===== config.mk =====
export PLATFORM = sky130hd
export DESIGN_NAME = cnn_window_gen_flat
export DESIGN_NICKNAME = d
export VERILOG_FILES = /design/src/rtl/cnn_pkg.sv /design/src/rtl/cnn_window_gen_if.sv /design/src/rtl/cnn_line_buf.sv /design/src/rtl/cnn_window_gen.sv /design/src/flat_wrapper.sv
export SDC_FILE = /design/constraint.sdc
export NUM_CORES = 1
export LEC_CHECK = 0
export CAP_MARGIN = 15
export CORE_MARGIN = 2
export CORE_UTILIZATION = 25
export CTS_BUF_LIST = sky130_fd_sc_hd__clkbuf_8
export DETAILED_ROUTE_END_ITERATION = 12
export PLACE_DENSITY = 0.43
export SETUP_SLACK_MARGIN = 0.1
export SYNTH_ARGS = -nofsm -noshare
export SYNTH_HDL_FRONTEND = slang
export SYNTH_SLANG_ARGS = --single-unit

===== constraint.sdc =====
create_clock -name clk -period 8.9 [get_ports clk]
set_input_delay 1.78 -clock clk [delete_from_list [all_inputs] [get_ports clk]]
set_output_delay 1.78 -clock clk [all_outputs]
set_load 0.01 [all_outputs]

===== src/rtl/cnn_pkg.sv =====
// Shared constants, FSM state type and index helper for the 3x3 CNN window generator.
package cnn_pkg;

    localparam int CNN_DATA_W = 18;

    localparam int TAP_NW = 1;
    localparam int TAP_N  = 2;
    localparam int TAP_NE = 3;
    localparam int TAP_W  = 4;
    localparam int TAP_C  = 5;
    localparam int TAP_E  = 6;
    localparam int TAP_SW = 7;
    localparam int TAP_S  = 8;
    localparam int TAP_SE = 9;

    typedef enum logic [1:0] {
        FILL  = 2'd0,
        RUN   = 2'd1,
        FLUSH = 2'd2
    } win_state_e;

    // Out-of-frame tap rows/columns collapse onto the centre row/column of the tap array.
    function automatic logic [1:0] clamp_idx(input logic in_frame, input logic [1:0] idx);
        return in_frame ? idx : 2'd1;
    endfunction

endpackage


===== src/rtl/cnn_window_gen_if.sv =====
// Pixel-stream input and 3x3 window output bundle of cnn_window_gen.
interface cnn_window_gen_if #(
    parameter int DATA_W = 18,
    parameter int IMG_W  = 16,
    parameter int IMG_H  = 16
);
    localparam int ROW_W = $clog2(IMG_H);
    localparam int COL_W = $clog2(IMG_W);

    logic signed [DATA_W-1:0] in_data;
    logic                     in_valid;
    logic                     in_ready;

    logic signed [DATA_W-1:0] w1, w2, w3, w4, w5, w6, w7, w8, w9;
    logic                     win_valid;
    logic                     win_ready;
    logic [ROW_W-1:0]         win_row;
    logic [COL_W-1:0]         win_col;
    logic                     win_last;
    logic                     busy;

    modport slave (
        input  in_data, in_valid, win_ready,
        output in_ready, w1, w2, w3, w4, w5, w6, w7, w8, w9,
               win_valid, win_row, win_col, win_last, busy
    );

    modport master (
        output in_data, in_valid, win_ready,
        input  in_ready, w1, w2, w3, w4, w5, w6, w7, w8, w9,
               win_valid, win_row, win_col, win_last, busy
    );
endinterface


===== src/rtl/cnn_line_buf.sv =====
// IMG_W-deep delay line: on each advance the entry written DEPTH advances ago is read
// and overwritten at the same address. Storage is deliberately not reset.
module cnn_line_buf
    import cnn_pkg::*;
#(
    parameter int DATA_W = CNN_DATA_W,
    parameter int DEPTH  = 16
) (
    input  logic                     clk,
    input  logic                     rst,
    input  logic                     adv_i,
    input  logic signed [DATA_W-1:0] din_i,
    output logic signed [DATA_W-1:0] dout_o
);
    localparam int PTR_W = $clog2(DEPTH);
    localparam logic [PTR_W-1:0] PTR_LAST = PTR_W'(DEPTH - 1);

    logic signed [DATA_W-1:0] mem_q [DEPTH];
    logic [PTR_W-1:0]         ptr_q, ptr_d;

    assign dout_o = mem_q[ptr_q];

    always_comb begin
        ptr_d = ptr_q;
        if (adv_i) begin
            ptr_d = (ptr_q == PTR_LAST) ? '0 : ptr_q + 1'b1;
        end
    end

    always_ff @(posedge clk or posedge rst) begin
        if (rst) begin
            ptr_q <= '0;
        end else begin
            ptr_q <= ptr_d;
        end
    end

    always_ff @(posedge clk) begin
        if (adv_i) begin
            mem_q[ptr_q] <= din_i;
        end
    end

endmodule


===== src/rtl/cnn_window_gen.sv =====
// Streaming 3x3 neighbourhood generator with built-in frame-border handling.
// Build option CNN_WIN_REPLICATE_EN: edge replication instead of a zero boundary.
//
// state | meaning
// FILL  | first IMG_W+1 pixels consumed, no window yet
// RUN   | real pixels consumed, one window registered per tick
// FLUSH | virtual ticks drain the last IMG_W+1 windows, no input taken
module cnn_window_gen
    import cnn_pkg::*;
#(
    parameter int DATA_W = CNN_DATA_W,
    parameter int IMG_W  = 16,
    parameter int IMG_H  = 16
) (
    input logic             clk,
    input logic             rst,
    cnn_window_gen_if.slave win_if
);
    localparam int ROW_W = $clog2(IMG_H);
    localparam int COL_W = $clog2(IMG_W);
    localparam int NPIX  = IMG_W * IMG_H;
    localparam int NTICK = NPIX + IMG_W + 1;
    localparam int T_W   = $clog2(NTICK + 1);

    localparam logic [T_W-1:0]   T_FILL_LAST = T_W'(IMG_W);
    localparam logic [T_W-1:0]   T_REAL_LAST = T_W'(NPIX - 1);
    localparam logic [T_W-1:0]   T_END       = T_W'(NTICK);
    localparam logic [ROW_W-1:0] ROW_LAST    = ROW_W'(IMG_H - 1);
    localparam logic [COL_W-1:0] COL_LAST    = COL_W'(IMG_W - 1);

    typedef logic signed [DATA_W-1:0] pix_t;

    win_state_e       state_q, state_d;
    logic [T_W-1:0]   t_q, t_d;
    logic [ROW_W-1:0] nrow_q, nrow_d, row_q, row_d;
    logic [COL_W-1:0] ncol_q, ncol_d, col_q, col_d;
    logic             valid_q, valid_d, last_q, last_d;
    pix_t             taps_q [3][3];
    pix_t             taps_d [3][3];

    logic can_adv, in_ready, tick, emit, frame_done;
    pix_t pix_in, lb1_out, lb2_out;
    pix_t win_w [1:9];
    logic [2:0] row_ok, col_ok;

    assign can_adv = !valid_q || win_if.win_ready;

    always_ff @(posedge clk or posedge rst) begin
        if (rst) begin
            state_q <= FILL;
        end else begin
            state_q <= state_d;
        end
    end

    always_comb begin
        state_d = state_q;
        case (state_q)
            FILL:    if (tick && t_q == T_FILL_LAST) state_d = RUN;
            RUN:     if (tick && t_q == T_REAL_LAST) state_d = FLUSH;
            FLUSH:   if (frame_done) state_d = FILL;
            default: state_d = FILL;
        endcase
    end

    always_comb begin
        in_ready   = 1'b0;
        tick       = 1'b0;
        emit       = 1'b0;
        frame_done = 1'b0;
        case (state_q)
            FILL, RUN: begin
                in_ready = can_adv;
                tick     = can_adv && win_if.in_valid;
                emit     = tick && (state_q == RUN);
            end
            FLUSH: begin
                tick       = can_adv && (t_q != T_END);
                emit       = tick;
                frame_done = valid_q && win_if.win_ready && last_q;
            end
            default: ;
        endcase
    end

    // Flush ticks shift in a dummy value; border handling never selects it.
    assign pix_in = (state_q == FLUSH) ? '0 : win_if.in_data;

    cnn_line_buf #(.DATA_W(DATA_W), .DEPTH(IMG_W)) u_lb_row1 (
        .clk    (clk),
        .rst    (rst),
        .adv_i  (tick),
        .din_i  (pix_in),
        .dout_o (lb1_out)
    );

    cnn_line_buf #(.DATA_W(DATA_W), .DEPTH(IMG_W)) u_lb_row2 (
        .clk    (clk),
        .rst    (rst),
        .adv_i  (tick),
        .din_i  (lb1_out),
        .dout_o (lb2_out)
    );

    always_comb begin
        taps_d  = taps_q;
        t_d     = t_q;
        nrow_d  = nrow_q;
        ncol_d  = ncol_q;
        row_d   = row_q;
        col_d   = col_q;
        last_d  = last_q;
        valid_d = valid_q && !win_if.win_ready;
        if (tick) begin
            t_d = t_q + 1'b1;
            for (int i = 0; i < 3; i++) begin
                taps_d[i][0] = taps_q[i][1];
                taps_d[i][1] = taps_q[i][2];
            end
            taps_d[0][2] = lb2_out;
            taps_d[1][2] = lb1_out;
            taps_d[2][2] = pix_in;
        end
        if (emit) begin
            valid_d = 1'b1;
            row_d   = nrow_q;
            col_d   = ncol_q;
            last_d  = (nrow_q == ROW_LAST) && (ncol_q == COL_LAST);
            if (ncol_q == COL_LAST) begin
                ncol_d = '0;
                nrow_d = nrow_q + 1'b1;
            end else begin
                ncol_d = ncol_q + 1'b1;
            end
        end
        if (frame_done) begin
            t_d    = '0;
            nrow_d = '0;
            ncol_d = '0;
            row_d  = '0;
            col_d  = '0;
            last_d = 1'b0;
        end
    end

    always_ff @(posedge clk or posedge rst) begin
        if (rst) begin
            for (int i = 0; i < 3; i++) begin
                for (int j = 0; j < 3; j++) begin
                    taps_q[i][j] <= '0;
                end
            end
            t_q     <= '0;
            nrow_q  <= '0;
            ncol_q  <= '0;
            row_q   <= '0;
            col_q   <= '0;
            last_q  <= 1'b0;
            valid_q <= 1'b0;
        end else begin
            taps_q  <= taps_d;
            t_q     <= t_d;
            nrow_q  <= nrow_d;
            ncol_q  <= ncol_d;
            row_q   <= row_d;
            col_q   <= col_d;
            last_q  <= last_d;
            valid_q <= valid_d;
        end
    end

    // Tap array row/col 0 = centre-1, 2 = centre+1; left column may hold the previous row's tail.
    always_comb begin
        row_ok = {row_q != ROW_LAST, 1'b1, row_q != '0};
        col_ok = {col_q != COL_LAST, 1'b1, col_q != '0};
        for (int i = 0; i < 3; i++) begin
            for (int j = 0; j < 3; j++) begin
`ifdef CNN_WIN_REPLICATE_EN
                win_w[TAP_NW + 3*i + j] =
                    taps_q[clamp_idx(row_ok[i], 2'(i))][clamp_idx(col_ok[j], 2'(j))];
`else
                win_w[TAP_NW + 3*i + j] = (row_ok[i] && col_ok[j]) ? taps_q[i][j] : '0;
`endif
            end
        end
    end

    assign win_if.w1        = win_w[TAP_NW];
    assign win_if.w2        = win_w[TAP_N];
    assign win_if.w3        = win_w[TAP_NE];
    assign win_if.w4        = win_w[TAP_W];
    assign win_if.w5        = win_w[TAP_C];
    assign win_if.w6        = win_w[TAP_E];
    assign win_if.w7        = win_w[TAP_SW];
    assign win_if.w8        = win_w[TAP_S];
    assign win_if.w9        = win_w[TAP_SE];
    assign win_if.in_ready  = in_ready;
    assign win_if.win_valid = valid_q;
    assign win_if.win_row   = row_q;
    assign win_if.win_col   = col_q;
    assign win_if.win_last  = last_q;
    assign win_if.busy      = (state_q != FILL) || (t_q != '0);

endmodule


===== src/flat_wrapper.sv =====
// flat-port wrapper written by rule: the top's interface ports become plain ports
module cnn_window_gen_flat import cnn_pkg::*;
#(
    parameter int DATA_W = CNN_DATA_W,
    parameter int IMG_W  = 16,
    parameter int IMG_H  = 16
)
  (clk, rst, win_if_in_data, win_if_in_valid, win_if_win_ready, win_if_in_ready, win_if_w1, win_if_w2, win_if_w3, win_if_w4, win_if_w5, win_if_w6, win_if_w7, win_if_w8, win_if_w9, win_if_win_valid, win_if_win_row, win_if_win_col, win_if_win_last, win_if_busy);
  cnn_window_gen_if #(.DATA_W(DATA_W), .IMG_W(IMG_W), .IMG_H(IMG_H)) win_if_i ();
  input logic clk;
  input logic rst;
  input wire logic [$bits(win_if_i.in_data)-1:0] win_if_in_data;
  input wire logic [$bits(win_if_i.in_valid)-1:0] win_if_in_valid;
  input wire logic [$bits(win_if_i.win_ready)-1:0] win_if_win_ready;
  output wire logic [$bits(win_if_i.in_ready)-1:0] win_if_in_ready;
  output wire logic [$bits(win_if_i.w1)-1:0] win_if_w1;
  output wire logic [$bits(win_if_i.w2)-1:0] win_if_w2;
  output wire logic [$bits(win_if_i.w3)-1:0] win_if_w3;
  output wire logic [$bits(win_if_i.w4)-1:0] win_if_w4;
  output wire logic [$bits(win_if_i.w5)-1:0] win_if_w5;
  output wire logic [$bits(win_if_i.w6)-1:0] win_if_w6;
  output wire logic [$bits(win_if_i.w7)-1:0] win_if_w7;
  output wire logic [$bits(win_if_i.w8)-1:0] win_if_w8;
  output wire logic [$bits(win_if_i.w9)-1:0] win_if_w9;
  output wire logic [$bits(win_if_i.win_valid)-1:0] win_if_win_valid;
  output wire logic [$bits(win_if_i.win_row)-1:0] win_if_win_row;
  output wire logic [$bits(win_if_i.win_col)-1:0] win_if_win_col;
  output wire logic [$bits(win_if_i.win_last)-1:0] win_if_win_last;
  output wire logic [$bits(win_if_i.busy)-1:0] win_if_busy;
  assign win_if_i.in_data = win_if_in_data;
  assign win_if_i.in_valid = win_if_in_valid;
  assign win_if_i.win_ready = win_if_win_ready;
  assign win_if_in_ready = win_if_i.in_ready;
  assign win_if_w1 = win_if_i.w1;
  assign win_if_w2 = win_if_i.w2;
  assign win_if_w3 = win_if_i.w3;
  assign win_if_w4 = win_if_i.w4;
  assign win_if_w5 = win_if_i.w5;
  assign win_if_w6 = win_if_i.w6;
  assign win_if_w7 = win_if_i.w7;
  assign win_if_w8 = win_if_i.w8;
  assign win_if_w9 = win_if_i.w9;
  assign win_if_win_valid = win_if_i.win_valid;
  assign win_if_win_row = win_if_i.win_row;
  assign win_if_win_col = win_if_i.win_col;
  assign win_if_win_last = win_if_i.win_last;
  assign win_if_busy = win_if_i.busy;
  cnn_window_gen #(.DATA_W(DATA_W), .IMG_W(IMG_W), .IMG_H(IMG_H)) u_core (.clk(clk), .rst(rst), .win_if(win_if_i));
endmodule

-- Word-level counts from Yosys, hierarchy flattened
Memories as Yosys holds them, arrays and structs flattened. A register that Yosys moved wholly into a read port is not among the register bits.
Cells that the tools add are included.
- reduce and logical (&&, ||, !) cells: 28
- eq/ne operators: 14
- muxes and demuxes: 36
- add/sub/neg operators: 5
- operators with widths (kind ; number):
    two-way mux 18 bit ; 9
    two-way mux 4 bit ; 12
    two-way mux 9 bit ; 2
    adder 4 x 1 -> 4 bit (second input constant) ; 4
    equality test 4 bit (second input constant) ; 4
    logical AND 1 bit ; 13
    adder 9 x 1 -> 9 bit (second input constant) ; 1
    equality test 9 x 5 -> 1 bit (second input constant) ; 1
    equality test 9 x 8 -> 1 bit (second input constant) ; 1
    inequality test 9 bit (second input constant) ; 1
    nonzero test 9 bit ; 1
    inequality test 4 bit (second input constant) ; 2
    nonzero test 2 bit ; 4
    nonzero test 4 bit ; 2
    two-way mux 1 bit ; 7
    two-way mux 2 bit ; 3
    inequality test 2 x 1 -> 1 bit (second input constant) ; 3
    one-hot mux 2 bit (3 select lines) ; 1
    one-hot mux 1 bit (2 select lines) ; 2
    AND reduction 3 bit ; 1
    equality test 2 x 1 -> 1 bit (second input constant) ; 1
    equality test 2 bit (second input constant) ; 1
    logical NOT 1 bit ; 2
    logical NOT 2 bit ; 1
    other kinds (3) ; 4
- word-level logic and storage cells: 103
- bits in writable memories: 576
- register bits: 181
- output and inout port bits: 174
- memories kept: 2
- memories (name ; depth ; bits a word ; read ports ; clocked after Yosys merged registers in ; write ports ; RTL line ; source):
    u_core.u_lb_row1.mem_q ; 16 ; 18 ; 1 ; 0 ; 1 ; cnn_line_buf.sv:18 ; logic signed [DATA_W-1:0] mem_q [DEPTH];
    u_core.u_lb_row2.mem_q ; 16 ; 18 ; 1 ; 1 ; 1 ; cnn_line_buf.sv:18 ;

-- Longest topological paths before layout
Gate-level depths: netlist of run 1.
- depth in word-level cells: 7
- depth in mapped cells: 10
- gate-level depth less buffers: 7

-- Hierarchy
A second synthesis of run 1 with hierarchy kept.
- cell total of the unflattened synthesis: 1695
- area, all modules: 31729.2 µm²
- modules (own cells, without submodules) (module ; cells an instance ; area an instance (µm²) ; instances ; sequential area each (µm²)):
    cnn_line_buf ; 485 ; 11146.9 ; 2 ; 8748.4
    cnn_window_gen ; 725 ; 9435.3 ; 1 ; 4779.6

-- Worst setup path before layout of run 1
No wires, ideal clock.
- path type: input to register
- start: input port win_if_win_ready
- end: memory u_core.u_lb_row1.mem_q[3][0] (enable)
- required time: 8.484 ns
- setup slack: 4.510 ns
- stages on the path: 7
- buffers on the path: 2
- library setup time: 0.416 ns
- arrival: 3.975 ns
- cells stage by stage: nand2b_1 > nand3_1 > o21ai_1 > buf_4 > buf_4 > nand2_1 > nor3_1
- word-level cells in the longest chain between the ends: 5
- elaborated cells between the ends (all ways): 6
- those cells by class: 3 x mux; 3 x reduce/logical
- ends and longest elaborated chain (item ; RTL line ; source):
    from (decl) ; flat_wrapper.sv:14 ; input wire logic [$bits(win_if_i.win_ready)-1:0] win_if_win_ready;
    logical OR 1 bit (*) ; cnn_window_gen.sv:46 ; assign can_adv = !valid_q || win_if.win_ready;
    logical AND 1 bit (on tied branches) ; cnn_window_gen.sv:78, cnn_window_gen.sv:74 ;
    one-hot mux 1 bit (2 select lines) (*) ; cnn_window_gen.sv:71 ; case (state_q)
    two-way mux 1 bit (*) ; cnn_line_buf.sv:39 ; if (adv_i) begin
    two-way mux 1 bit (not written as such) (*) ; cnn_line_buf.sv:40 ; mem_q[ptr_q] <= din_i;
    to (decl) ; cnn_line_buf.sv:18 ;
Mark *: on every way between the ends. The rest lies on a longest branch, timed or not.

-- Worst setup path after layout of run 1
- start: register u_core.col_q[2] (netlist: u_core.win_if.win_col[2])
- end: output port win_if_w3[8]
- word-level cells in the longest chain between the ends: 3
- ends and longest elaborated chain (item ; RTL line ; source):
    from (decl) ; cnn_window_gen.sv:36 ; logic [COL_W-1:0] ncol_q, ncol_d, col_q, col_d;
    from (signal assigned) ; cnn_window_gen.sv:166 ; col_q <= col_d;
    inequality test 4 bit ; cnn_window_gen.sv:175 ; col_ok = {col_q != COL_LAST, 1'b1, col_q != '0};
    logical AND 1 bit ; cnn_window_gen.sv:182 ; win_w[TAP_NW + 3*i + j] = (row_ok[i] && col_ok[j]) ? taps_q[i][j] : '0;
    two-way mux 18 bit ; cnn_window_gen.sv:182 ;
    to (decl) ; flat_wrapper.sv:18 ; output wire logic [$bits(win_if_i.w3)-1:0] win_if_w3;
Every way passes these cells.

==> results of run 1 <==
## layout make-up
cell class / instances / area [um^2]
diodes: 6 / 15.0
clock buffers: 151 / 2080
clock inverters: 101 / 579
fillers: 12300 / 86000
inverters: 12 / 52.6
multi-input cells: 1037 / 8040
flip-flops and latches: 775 / 22300
well taps: 1637 / 2050
repair buffers: 224 / 2190
## power breakdown
part | switching [W] | internal (W) | total [W]
Clock | 0.00151 | 0.00167 | 0.00317
Sequential | 0.000439 | 0.00482 | 0.00526
Combinational | 0.00209 | 0.00125 | 0.00335
Total | 0.00404 | 0.00774 | 0.0118
## cell families (layout without fill, tap and decap cells)
kind of cell	count (synthesis)	after routing	share of synthesized area (%)
AOI/OAI and AO/OA	159	159	3.51
adders and majority gates	14	14	0.565
and+or+nand+nor	696	696	10.3
muxes	162	162	11.1
other	0	6	0
DFF	775	775	71.8
xor gates and xnor gates	6	6	0.169
buffers and inverters	139	488	2.49
## stage by stage
stage | std cells | hold slack, ns | worst slack [ns] | area [um^2] | util, %
6_report | 3943 | 0.457 | 3.92 | 37300 | 30.2
5_1_grt | 3941 | 0.489 | 3.62 | 37300 | 30.2
4_1_cts | 3936 | 0.462 | 3.46 | 37300 | 30.2
3_5_place_dp | 3684 | 0.449 | 3.71 | 34600 | 28.1
3_3_place_gp | 3683 | 0.447 | 3.75 | 34600 | 28.1
2_1_floorplan | 1951 | 0.430 | 1.69 | 31000 | -
## flip-flops by register name, summed over array words and instances, names as in the netlist
name / count
u_core.taps_q: 144
u_core.ncol_q: 4
u_core.win_if.win_row: 4
u_core.nrow_q: 4
u_core.win_if.win_valid: 1
u_core.u_lb_row2.mem_q: 288
u_core.u_lb_row2.ptr_q: 4
u_core.t_q: 9
u_core.u_lb_row1.mem_q: 288
u_core.u_lb_row1.ptr_q: 4
u_core.state_q: 2
u_core.win_if.win_last: 1
u_core.win_if.win_col: 4
u_core.win_if.w5: 18
## layout by cell type (no fill, tap or decap), types with 10 or more instances in the layout
master	count
nor2_2	12
clkdlybuf4s50_1	195
nor2_1	15
and2_1	116
buf_4	27
a21o_1	19
and3_1	35
clkinv_1	25
a22oi_1	73
mux4_2	142
ha_1	14
clkbuf_8	151
a21oi_1	41
nor2b_1	44
o21ai_0	10
mux2_1	14
dfrtp_1	195
nand2_1	436
inv_1	60
edfxtp_1	576
clkinv_2	10
nand3_1	11
## worst min-delay path: stages, from the launching register on
cell and delay [ns]:
dfrtp_1 0.33, nand2_1 0.05, nand2_1 0.05
## how the worst min path moves through the flow
stage | depth (start not counted) | end | slack [ns] | start
final | 2 | u_core.taps_q[99] | 0.46 | u_core.taps_q[99]
after global routing | 2 | u_core.taps_q[99] | 0.49 | u_core.taps_q[99]
after CTS | 2 | u_core.taps_q[99] | 0.46 | u_core.taps_q[99]
after detailed placement | 2 | u_core.taps_q[99] | 0.45 | u_core.taps_q[99]
after global placement | 2 | u_core.taps_q[96] | 0.45 | u_core.taps_q[96]
after floorplan | 2 | u_core.taps_q[144] | 0.43 | u_core.taps_q[144]
## per-layer routing
layer,track usage (%),vias up,wire length [um]
li1,-,7732,-
met1,18.0,8916,37700
met2,21.3,487,40400
met3,3.32,130,5350
met4,3.90,2,1650
met5,0,-,11
==> flow_summary.toml, run 1 <==
[worst_setup_path]
reg2reg_depth = 4
path_depth = 6
r2r_end = "u_core.u_lb_row2.mem_q[0][5]"
r2r_setup_slack_ns = 4.77
critPathMaxStageDelay_ns = 0.59
crit_type = "reg2out"
critPathLaunchType = "register"
worstPathArrival_ns = 3.20
crit_path_cell_trace = "nand4_1 > buf_4 > nor2b_1 > buf_6 > and2_1 > clkdlybuf4s50_1"
critPathSlowestCell = "nor2b_1"
crit_start = "u_core.win_if.win_col[2]"
endpoint = "win_if_w3[8]"
cpLargestDelayFamily = "buffers and inverters"
cp.required_ns = 7.12
crit_buf_inv = 3
worst_setup_path_end_kind = "output pin"
reg2reg_from = "u_core.u_lb_row1.ptr_q[0]"
cp_max_fo = 37

[synthesis]
synth_area_leaders = "edfxtp_1, dfrtp_1, mux4_2"
synth_edf_count = 576
synth_seq_cells = 775
post-synth-top-area-cell = "edfxtp_1"
ys.flop_type = "edfxtp_1"
syn_avg_cell_area_um2 = 15.9
synth_area_mm2 = 0.0310
netlist_instances = 1951
seq_area_frac_synth_pct = 71.8
syn_nets = 1987
async_reset_ff_share_pct = 25.7
yosys.area.top_type_share_pct = 55.8
yosysMostFrequentCell = "edfxtp_1"
yosys_warnings = 0
synth_common_cells = "edfxtp_1, nand2_1, dfrtp_1"
synth.distinct_cells = 47

[cts]
post_cts_resized = 0
cts_made_buffers = 139
root_buffer = "clkbuf_8"
cts_tree = "yes"
cts_setup_buffers = 0
clockBufferDepth = 3
worstSkewPairLatency_ns = 0.81
postCtsHoldBufs = 0
h-tree-depth = 4
cts.sinks = 775
clk_pin_slew_worst_paths_ns = 0.06

[timing]
slew_headroom_pct = 25.7
clock_skew_ns = 0.0419
hold_violations = 0
max_freq_mhz = 201
rsz0062_at_grt = "no"
setup_viol = 0
tightestPinTransition_ns = 1.11
fin_crit_ns = 4.98
finalCritPeriodShare_pct = 56.0
fin_setup_tns_ns = 0
finalMaxSlewViolations = 0

[global_routing]
grt_pass1_wl_um = 124000
antenna_found_initial = 8
grt_pass1_vias = 18000
grt_max_degree = 170
grt_overflow_total = 0
track_usage_pct = 13.4

[floorplan]
ioPinCount = 196
start_util_pct = 25.1
die_w_um = 356
die_area_mm2 = 0.127
core_mm2 = 0.123
fp-row-count = 129
dieHeight_um = 356

[route]
drcViolationCount = 0
via_count = 17300
post_drt_wl_per_cell_um = 21.6
totalWireLength_um = 85100
avgViaCountPerCell = 4.38
first_pass_iters = 7
drtAntennaViolNets = 0
drtIter0Drc = 1488

[finish]
finalNetCount = 2225
drive_above_1_share_pct = 16.7
area_growth_pct = 20.2

[placed_design]
hpwl_um = 53300
io_buffers = 195
gp_congestion = 0.789

[power]
power.density_mw_per_mm2 = 316
total_power_w = 0.0118
total_leakage_power_nw = 13.5
peakVddDrop_mv = 0.158

[status]
status = "complete, no violations"

[hold_path]
hp-class = "reg2reg"

[flow_run]
maxCapViolCount = 0
Power figures use the tool's default switching activity.
==> run 2: changes to the inputs <==
--- a/config.mk
+++ b/config.mk
@@ -10,7 +10,7 @@
 export CORE_UTILIZATION = 25
 export CTS_BUF_LIST = sky130_fd_sc_hd__clkbuf_8
 export DETAILED_ROUTE_END_ITERATION = 12
-export PLACE_DENSITY = 0.43
+export PLACE_DENSITY = 0.45
 export SETUP_SLACK_MARGIN = 0.1
 export SYNTH_ARGS = -nofsm -noshare
 export SYNTH_HDL_FRONTEND = slang
==> constraint.sdc (replaced) <==
create_clock -name clk -period 4.4 [get_ports clk]
set_input_delay 0.88 -clock clk [delete_from_list [all_inputs] [get_ports clk]]
set_output_delay 0.88 -clock clk [all_outputs]
set_load 0.01 [all_outputs]
==> run 2 against run 1 <==
Against the previous run:
- via count grew 1.0%
- largest cell class unchanged
- sequential power is 100% higher
- setup slack worse by 3.5 ns
- critical endpoint is now win_if_w3[2]
- flip-flop and latch count unchanged
- die area unchanged
- worst hold slack worse by 0.0010 ns
- routed wire length decreased by 4.1%
- global-route usage down 0.49 points
==> flow_summary.toml, run 2 (synthesis results as in run 1) <==
[floorplan]
fp-row-count = 129
die_w_um = 356
core_mm2 = 0.123
dieHeight_um = 356
die_area_mm2 = 0.127
start_util_pct = 25.1
ioPinCount = 196

[route]
via_count = 17400
drcViolationCount = 0
drtAntennaViolNets = 0
first_pass_iters = 7
avgViaCountPerCell = 4.39
totalWireLength_um = 81600
post_drt_wl_per_cell_um = 20.5
drtIter0Drc = 1194

[cts]
cts.sinks = 775
postCtsHoldBufs = 0
cts_made_buffers = 136
clockBufferDepth = 3
clk_pin_slew_worst_paths_ns = 0.06
cts_tree = "yes"
worstSkewPairLatency_ns = 0.82
post_cts_resized = 0
h-tree-depth = 4
cts_setup_buffers = 0
root_buffer = "clkbuf_8"

[finish]
drive_above_1_share_pct = 18.2
instances_no_fill = 3976
layout_common_cells = "edfxtp_1, nand2_1, clkdlybuf4s50_1, dfrtp_1, clkbuf_8"
area_growth_pct = 21.4
final_common_cell = "edfxtp_1"
top_regs = "u_core.u_lb_row1.mem_q (288), u_core.u_lb_row2.mem_q (288), u_core.taps_q (144)"
finalNetCount = 2266
fin_area_mm2 = 0.0376

[worst_setup_path]
crit_type = "reg2out"
worst_setup_path_end_kind = "output pin"
crit_path_cell_trace = "nand4_1 > nor2b_1 > buf_6 > and2_1 > clkdlybuf4s50_1"
worstPathArrival_ns = 3.14
cp_max_fo = 14
critPathMaxStageDelay_ns = 0.72
critPathLaunchType = "register"
critPathSlowestCell = "nor2b_1"
cp.required_ns = 3.52

[status]
status = "complete, no violations"

[power]
total_power_w = 0.0235
total_leakage_power_nw = 13.8
power.density_mw_per_mm2 = 624
peakVddDrop_mv = 0.340

[timing]
fin_crit_ns = 4.02
slew_headroom_pct = 32.0
hold_violations = 0
finalCritPeriodShare_pct = 91.5
rsz0062_at_grt = "no"
fin_setup_tns_ns = 0
tightestPinTransition_ns = 1.02
setup_viol = 0
finalMaxSlewViolations = 0
clock_skew_ns = 0.0609
max_freq_mhz = 249

[flow_run]
maxCapViolCount = 0

[global_routing]
grt_pass1_wl_um = 121000
grt_overflow_total = 0
grt_max_degree = 86
track_usage_pct = 12.9
grt_pass1_vias = 18200
antenna_found_initial = 4

[hold_path]
hp-class = "reg2reg"

[placed_design]
io_buffers = 195
gp_congestion = 0.749
hpwl_um = 52700
dp_cells = 3729
placed_cell_area_mm2 = 0.0350
run 2: cell count changes in the layout (fill, tap and decap cells not counted), sizes merged:
cell,before,now
buf,29,73
clkbuf,151,144
diode,6,3
bufinv,3,5
inv,69,67
clkinvlp,3,2
run 2: worst paths after layout:
| path | startpoint | to | slack (ns) | cells past startpoint |
|---|---|---|---|---|
| worst max-delay path | u_core.win_if.win_col[1] | win_if_w3[2] | 0.38 | 5 |
| worst min-delay path | u_core.taps_q[145] | u_core.taps_q[145] | 0.46 | 2 |
| worst max register to register | u_core.u_lb_row1.ptr_q[0] | u_core.u_lb_row2.mem_q[7][15] | 1.31 | 4 |
| worst min register to register | u_core.taps_q[145] | u_core.taps_q[145] | 0.46 | 2 |
| max in group asynchronous | rst | u_core.u_lb_row2.ptr_q[0] | 3.01 | 3 |
| min in group asynchronous | rst | u_core.taps_q[105] | 0.57 | 2 |
run 2: layer usage:
| layer | wire length (um) | up-vias | GRT usage (%) |
|---|---|---|---|
| met1 | 37400 | 9075 | 17.6 |
| met4 | 1590 | 0 | 3.92 |
| met5 | 0 | - | 0 |
| met2 | 38400 | 455 | 20.4 |
| met3 | 4160 | 114 | 2.91 |
| li1 | - | 7799 | - |
run 2: layout make-up:
cell class	count	area, um^2
Tap cell	1637	2050
Multi-Input combinational cell	1037	8040
Clock buffer	144	1980
Fill cell	12200	85700
Inverter	12	48.8
Sequential cell	775	22300
Timing Repair Buffer	268	2590
Clock inverter	100	629
Antenna cell	3	7.51
run 2: per-stage QoR:
stage	setup WS, ns	hold slack (ns)	util (%)
3_5_place_dp	0.720	0.448	28.4
5_1_grt	0.105	0.482	30.5
3_3_place_gp	0.786	0.448	28.4
2_1_floorplan	0.910	0.430	-
6_report	0.376	0.456	30.5
4_1_cts	0.195	0.461	30.5
run 2: worst max-delay path, delay by kind of cell, from the launching register on:
family	cells	cell delay [ns]
and+or+nand+nor	3	1.17
buffers and inverters	2	0.76
DFF	1	0.41
run 2: power by group:
part / switching (W) / internal (W)
Sequential: 0.000899 / 0.00972
Clock: 0.00302 / 0.00336
Combinational: 0.00386 / 0.00261
==> run 3: changes to the inputs <==
--- a/config.mk
+++ b/config.mk
@@ -10,7 +10,7 @@
 export CORE_UTILIZATION = 25
 export CTS_BUF_LIST = sky130_fd_sc_hd__clkbuf_8
 export DETAILED_ROUTE_END_ITERATION = 12
-export PLACE_DENSITY = 0.45
+export PLACE_DENSITY = 0.43
 export SETUP_SLACK_MARGIN = 0.1
 export SYNTH_ARGS = -nofsm -noshare
 export SYNTH_HDL_FRONTEND = slang
==> constraint.sdc (replaced) <==
create_clock -name clk -period 5 [get_ports clk]
set_input_delay 1 -clock clk [delete_from_list [all_inputs] [get_ports clk]]
set_output_delay 1 -clock clk [all_outputs]
set_load 0.01 [all_outputs]
==> run 3 against run 2 <==
Against the previous run:
- core utilization fell by 0.23 points
- global-route usage rose by 0.20 points
- via count fell by 0.79%
- sequential power fell by 12%
- setup slack improved by 0.29 ns
- clock skew fell by 0.011 ns
- critical path depth did not move
- total power fell by 12%
- non-clock buffer count fell by 15
- first-iteration DRC count rose by 15%
- sequential share of layout area rose by 0.45 points
==> flow_summary.toml, run 3 (synthesis results as in run 1) <==
[worst_setup_path]
worst_setup_path_end_kind = "output pin"
critPathLaunchType = "register"
worstPathArrival_ns = 3.34
crit_type = "reg2out"
cp_max_fo = 37
cp.required_ns = 4.00

[route]
avgViaCountPerCell = 4.37
first_pass_iters = 5
post_drt_wl_per_cell_um = 21.0
drtIter0Drc = 1378
drtAntennaViolNets = 0
drcViolationCount = 0
via_count = 17300
totalWireLength_um = 83100

[global_routing]
grt-busiest-layer = "met2"
grt_pass1_vias = 18300
grt_max_degree = 170
grt_overflow_total = 0
antenna_found_initial = 7
grt_pass1_wl_um = 123000
use_met2_pct = 20.4
track_usage_pct = 13.1
grt_use_met3_pct = 2.87
gr-usage-met1_pct = 18.1

[floorplan]
fp-row-count = 129
ioPinCount = 196
start_util_pct = 25.1
core_mm2 = 0.123
die_area_mm2 = 0.127
dieHeight_um = 356
die_w_um = 356

[power]
combPwrFrac_pct = 28.4
power_frac_seq_pct = 45.6
power.density_mw_per_mm2 = 550
total_leakage_power_nw = 13.7
internal_power_w = 0.0136
p_sw_share_pct = 34.0
p_switching_w = 0.00698
peakVddDrop_mv = 0.275
clock_power_share_pct = 26.0

[timing]
fin_crit_ns = 4.34
slew_headroom_pct = 24.8
clock_skew_ns = 0.0495
finalMaxSlewViolations = 0
max_freq_mhz = 231
hold_violations = 0
fin_setup_tns_ns = 0
setup_viol = 0
whs_ns = 0.458
finalCritPeriodShare_pct = 86.8
rsz0062_at_grt = "no"
tightestPinTransition_ns = 1.13

[cts]
post_cts_resized = 0
h-tree-depth = 4
clockBufferDepth = 3
cts_setup_buffers = 0
root_buffer = "clkbuf_8"
cts.sinks = 775
clk_pin_slew_worst_paths_ns = 0.06
cts_made_buffers = 138
postCtsHoldBufs = 0
worstSkewPairLatency_ns = 0.80
cts_tree = "yes"

[finish]
area_growth_pct = 20.4
layout_common_cells = "edfxtp_1, nand2_1, clkdlybuf4s50_1, dfrtp_1, clkbuf_8"
final_common_cell = "edfxtp_1"
drive_above_1_share_pct = 17.0
top_regs = "u_core.u_lb_row1.mem_q (288), u_core.u_lb_row2.mem_q (288), u_core.taps_q (144)"
finalNetCount = 2253

[placed_design]
io_buffers = 195
gp_congestion = 0.754
hpwl_um = 52300

[hold_path]
hp-class = "reg2reg"

[status]
status = "complete, no violations"

[flow_run]
maxCapViolCount = 0
[run 3: cell count changes in the layout (fill, tap and decap cells not counted), sizes merged]
cell / previous run / this run
buf: 73 / 58
bufinv: 5 / 1
clkinvlp: 2 / 4
inv: 67 / 86
clkbuf: 144 / 145
diode: 3 / 2
clkinv: 38 / 22
[run 3: per-stage QoR]
stage          instances  total power (W)  setup slack, ns  instance area, um^2  utilization (%)
2_1_floorplan       1951           0.0125             1.39                31000                -
3_3_place_gp        3714           0.0154            0.948                34900             28.3
3_5_place_dp        3714           0.0155            0.924                34900             28.3
4_1_cts             3960           0.0209            0.516                37300             30.3
5_1_grt             3961           0.0217            0.376                37300             30.3
6_report            3962           0.0206            0.662                37300             30.3
[run 3: path summary, 6_finish.rpt]
kind / start / endpoint / slack (ns) / depth (start not counted)
min in group asynchronous: rst / u_core.taps_q[103] / 0.49 / 2
worst min register to register: u_core.taps_q[101] / u_core.taps_q[101] / 0.46 / 2
worst max register to register: u_core.u_lb_row1.ptr_q[0] / u_core.u_lb_row2.mem_q[10][6] / 1.34 / 4
worst min-delay path: u_core.taps_q[101] / u_core.taps_q[101] / 0.46 / 2
max in group asynchronous: rst / u_core.u_lb_row2.ptr_q[0] / 3.57 / 3
worst max-delay path: u_core.win_if.win_row[1] / win_if_w7[4] / 0.66 / 5
[run 3: layout make-up]
class | instances | area (um^2)
clock inverter | 101 | 485
fill | 12300 | 86000
antenna | 2 | 5.00
inverter | 12 | 48.8
tap | 1637 | 2050
multi-input combinational | 1037 | 8040
sequential | 775 | 22300
timing repair buffer | 253 | 2440
clock buffer | 145 | 2000
[run 3: routing by layer]
layer	share of wire (%)	vias up	wire length (um)
met1	46	8903	38100
li1	-	7774	-
met3	5.4	137	4500
met4	2.3	0	1920
met2	46	492	38600
met5	0	-	0
[run 3: critical path, stage by stage (launching register included)]
cell             delay [ns]
dfrtp_1                0.44
nand4_1                0.11
buf_4                  0.33
nor2b_1                0.80
and2_1                 0.30
clkdlybuf4s50_1        0.56
[run 3: power groups by stage]
| stage | Sequential [W] | Clock (W) | Combinational, W |
|---|---|---|---|
| after detailed placement | 0.00954 | 0 | 0.00596 |
| after global routing | 0.00953 | 0.00586 | 0.00634 |
| after global placement | 0.00949 | 0 | 0.00590 |
| after CTS | 0.00941 | 0.00555 | 0.00598 |
| after floorplan | 0.00897 | 0 | 0.00352 |
| final | 0.00938 | 0.00534 | 0.00583 |
==> edit 1 (flow settings as in run 2) <==
The 3 states of `win_state_e` get a one-hot encoding in 3 bits.
--- a/src/rtl/cnn_pkg.sv
+++ b/src/rtl/cnn_pkg.sv
@@ -14,8 +14,8 @@
     localparam int TAP_SE = 9;
 
-    typedef enum logic [1:0] {
-        FILL  = 2'd0,
-        RUN   = 2'd1,
-        FLUSH = 2'd2
+    typedef enum logic [2:0] {
+        FILL  = 3'b001,
+        RUN   = 3'b010,
+        FLUSH = 3'b100
     } win_state_e;
 
Check against the original RTL: no difference found for any inputs over 4 cycles, from zero or initial values and one cycle with rst high; so few cycles prove little.
==> edit 1 against run 2 <==
- hold slack worse by 0.0015 ns
- area after synthesis about the same
- sequential share of layout area grew 0.11 points
- critical path depth is the same
- synthesized cell count increased by 2.3%
- count of clock-buffer cells in the layout fell by 1
- worst setup slack worse by 0.028 ns
- wire length increased by 0.36%
- first-iteration DRC count up 4.4%
- clock skew shrank 0.026 ns
- sequential cell count rose by 1
- power is 5.8% lower
- cell area about the same
- cell count rose by 1.2%
- largest cell class unchanged
==> edit 1: results (changes against run 2) <==
status finished clean (unchanged); clk tree area frac 0.0675 (was 0.0694); area occupied by multi-input gates 8070 um^2 (was 8040 um^2); Peak VDD IR 0.000314 V (was 0.000340 V); Layout clock buffers 143 (was 144); pin count of the biggest net entering global routing 97 (was 86); signal buffers share of area 0.0691 (was 0.0689); met3 wire length 4300 um (was 4160 um); Reg2Reg Setup Slack 1.06 ns (was 1.31 ns); vias post-DR 17500 (was 17400); skew final 0.0346 ns (was 0.0609 ns); Inst Count DP 3772 (was 3729); Finished Layout Cells 4023 (was 3976); Netlist cell types 48 (was 47); FILL cells 12300 (was 12200); max_slew headroom 0.262 (was 0.320); routability cong. 0.759 (was 0.749); CTS sink cnt 776 (was 775); Seq/Total Area, Yosys 0.720 (was 0.718); clk_lat worst skew 0.80 ns (was 0.82 ns); first-pass GRT wire length 122000 um (was 121000 um); WHS 0.455 ns (was 0.456 ns); # diodes 1 (was 3); DRT iter0 DRCs 1247 (was 1194); initial antenna violation count 3 (was 4); synthesized area per cell 15.5 um^2 (was 15.9 um^2); GRT Overall Usage 0.129 (about the same); DRT Pass-1 Iters 5 (was 7); Logic inverters 9 (was 12); DRT Wirelength 81900 um (was 81600 um); leakage 0.0138 uW (about the same); comb_multi_in 1082 (was 1037); crit path max-delay cell type nor4_2 (was nor2b_1); Reg area 22300 um^2 (about the same); met1 wire length 36000 um (was 37400 um); vias in the first global route 18500 (was 18200); Async SR Flop Fraction 0.258 (was 0.257); Met2 Wirelength 39800 um (was 38400 um); Final #Nets 2313 (was 2266); crit path max fanout 18 (was 14); DPL Wire Length 53400 um (was 52700 um); CTS Buf Count 140 (was 136)
==> edit 1: changes by cell type after synthesis, sizes merged, moves of 3 or more <==
cell    before  now
buf         83   61
clkbuf      44   68
inv         12    9
mux2        18    0
nand2      436  494
o21ai       11   14
or3          5    8
==> edit 1: report_power, final <==
| group | switching, uW | leakage, uW | internal [uW] | total (uW) |
|---|---|---|---|---|
| sequential | 769 | 0.00774 | 9770 | 10500 |
| combinational | 3340 | 0.00458 | 2010 | 5340 |
| clock | 3060 | 0.00146 | 3170 | 6230 |
==> edit 1: final timing paths <==
check | from | to | depth (start not counted)
hold / removal | u_core.taps_q[144] | u_core.taps_q[144] | 2
min in group asynchronous | rst | u_core.taps_q[100] | 2
setup / recovery | u_core.win_if.win_col[0] | win_if_w1[2] | 5
hold reg to reg | u_core.taps_q[144] | u_core.taps_q[144] | 2
setup reg to reg | u_core.u_lb_row1.ptr_q[0] | u_core.u_lb_row2.mem_q[11][14] | 4
max in group asynchronous | rst | u_core.taps_q[52] | 3
==> edit 1: cells by family (layout without fill, tap and decap cells) <==
family	after synthesis	in the layout	share of synthesized area
simple gates	758	758	0.111
buf+inv	138	527	0.0214
fa+ha+maj	14	14	0.00565
mux	144	144	0.105
compound gates	162	162	0.0358
flops	776	776	0.720
xor+xnor	4	4	0.00113
other cells	0	1	0
==> edit 1: through the flow <==
stage / util / worst slack, ns / instance area, um^2
6_report: 0.305 / 0.348 / 37600
5_1_grt: 0.305 / 0.135 / 37600
4_1_cts: 0.305 / 0.169 / 37600
3_5_place_dp: 0.284 / 0.735 / 35100
3_3_place_gp: 0.284 / 0.785 / 35100
2_1_floorplan: - / 0.812 / 31000
==> edit 1: layer usage <==
metal	GRT usage	up-vias
li1	-	7929
met1	0.168	8987
met2	0.211	456
met3	0.0286	132
met4	0.0429	0
met5	0	-
==> edit 2 (settings of run 2) <==
Made on the original files. The option `CNN_WIN_REPLICATE_EN` is turned on by a define.
--- a/src/rtl/cnn_window_gen.sv
+++ b/src/rtl/cnn_window_gen.sv
@@ -6,4 +6,6 @@
 // RUN   | real pixels consumed, one window registered per tick
 // FLUSH | virtual ticks drain the last IMG_W+1 windows, no input taken
+`define CNN_WIN_REPLICATE_EN
+
 module cnn_window_gen
     import cnn_pkg::*;
Check against the original RTL: not equivalent (Yosys sat finds a counterexample within 4 cycles, from zero or initial values and one cycle with rst high).
==> edit 2 against run 2 <==
- cell area up 3.5%
- sequential cell count unchanged
- clock power down 4.9%
- wire length up 14%
- first-iteration DRC count up 47%
- via count up 10%
- area after synthesis up 3.8%
- global-route usage up 1.2 points
- worst setup slack worse by 0.092 ns
- synthesized cell count up 8.9%
- hold slack better by 0.014 ns
- power down 0.25%
- critical endpoint is now win_if_w7[3]
- largest cell class unchanged
- largest power group unchanged
- highest routed layer unchanged
==> edit 2: results (changes against run 2) <==
status finished clean (unchanged); complex-gate fraction of the synthesized area 0.0417 (was 0.0351); DRT iter0 DRCs 1750 (was 1194); crit path max-delay cell type clkbuf_8 (was nor2b_1); largest cells by area after synthesis edfxtp_1 54%, dfrtp_1 15%, mux4_2 10% (was edfxtp_1 56%, dfrtp_1 16%, mux4_2 10%); first-pass GRT wire length 138000 um (was 121000 um); delay-heaviest family, CP buffers and inverters (was simple AND/OR/NAND/NOR gates); DPL Wire Length 61700 um (was 52700 um); pin count of the biggest net entering global routing 105 (was 86); FF-to-FF End u_core.taps_q[109] (was u_core.u_lb_row2.mem_q[7][15]); skew final 0.0332 ns (was 0.0609 ns); HP Class flip-flop to flip-flop (unchanged); Post-Syn Nets 2161 (was 1987); vias post-DR 19200 (was 17400); CP arrival 3.24 ns (was 3.14 ns); initial antenna violation count 5 (was 4); Clock power frac 0.259 (was 0.272); Seq/Total Area, Yosys 0.692 (was 0.718); CTS resizes 1 (was 0); Reg-to-Reg Start u_core.t_q[3] (was u_core.u_lb_row1.ptr_q[0]); crit path max fanout 50 (was 14); worst-margin pin slew 1.20 ns (was 1.02 ns); Comb power frac 0.283 (was 0.276); clock group total power 6070 uW (was 6380 uW); Reg2Reg Setup Slack 1.14 ns (was 1.31 ns); mux share of post-synthesis cell area 0.151 (was 0.111); Async SR Flop Fraction 0.257 (unchanged); most frequent cells after synthesis 576 x edfxtp_1, 503 x nand2_1, 199 x dfrtp_1 (was 576 x edfxtp_1, 436 x nand2_1, 199 x dfrtp_1); Synth Warn # 0 (unchanged); CP peak stage delay 0.55 ns (was 0.72 ns); Peak VDD IR 0.000249 V (was 0.000340 V); CTS Buf Count 135 (was 136); Internal 15600 uW (was 15700 uW); Final #Nets 2436 (was 2266); HP Start u_core.taps_q[155] (was u_core.taps_q[145]); worst r2r path cells 6 (was 4); Worst setup startpoint u_core.win_if.win_row[1] (was u_core.win_if.win_col[1]); routability cong. 0.807 (was 0.749); adder-cell share of the synthesized area 0.00544 (was 0.00565); vias in the first global route 20000 (was 18200); CP endpoint win_if_w7[3] (was win_if_w3[2]); leakage 0.0150 uW (was 0.0138 uW); share of cells above drive strength 1 0.196 (was 0.182); DRT Wirelength 93500 um (was 81600 um); GRT Overall Usage 0.141 (was 0.129); clk_lat worst skew 0.77 ns (was 0.82 ns); Netlist cell types 41 (was 47); XOR/XNOR Fraction of Synth Area 0.00272 (was 0.00169)
## edit 2: cell count changes in the layout (fill, tap and decap cells not counted), moves of 21 or more
cell,delta
a21oi_1,+21
and2_1,-95
mux2_2,+68
mux2i_1,+82
nand2_1,+67
nor2_1,+48
nor2b_1,-40
o21ai_0,+38
## edit 2: area by class of cell
| class | count | area (um^2) |
|---|---|---|
| Antenna cell | 1 | 2.50 |
| Clock buffer | 148 | 2040 |
| Clock inverter | 87 | 400 |
| Fill cell | 12600 | 88700 |
| Inverter | 10 | 41.3 |
| Multi-Input combinational cell | 1196 | 9250 |
| Sequential cell | 775 | 22300 |
| Tap cell | 1662 | 2080 |
| Timing Repair Buffer | 282 | 2870 |
## edit 2: through the flow
stage / instance area (um^2) / utilization / setup slack (ns) / hold WS, ns / instances
after floorplan: 32200 / - / 0.946 / 0.445 / 2125
after global placement: 36500 / 0.286 / 0.852 / 0.458 / 3923
after detailed placement: 36500 / 0.286 / 0.816 / 0.462 / 3923
after CTS: 38900 / 0.305 / 0.113 / 0.476 / 4158
after global routing: 39000 / 0.305 / 0.0901 / 0.504 / 4161
final: 39000 / 0.305 / 0.285 / 0.471 / 4161
## edit 2: how the worst min path moves through the flow
| stage | end | slack (ns) | cells past startpoint |
|---|---|---|---|
| after global routing | u_core.taps_q[42] | 0.50 | 2 |
| final | u_core.taps_q[155] | 0.47 | 2 |
| after detailed placement | u_core.taps_q[154] | 0.46 | 2 |
| after global placement | u_core.taps_q[154] | 0.46 | 2 |
| after floorplan | u_core.taps_q[144] | 0.45 | 2 |
| after CTS | u_core.taps_q[155] | 0.48 | 2 |
## edit 2: per-layer routing
layer	part of all wire	global-route usage	vias to the layer above
met3	0.047	0.0255	130
li1	-	-	8485
met1	0.46	0.196	10000
met5	0	0	-
met2	0.47	0.222	574
met4	0.022	0.0443	0
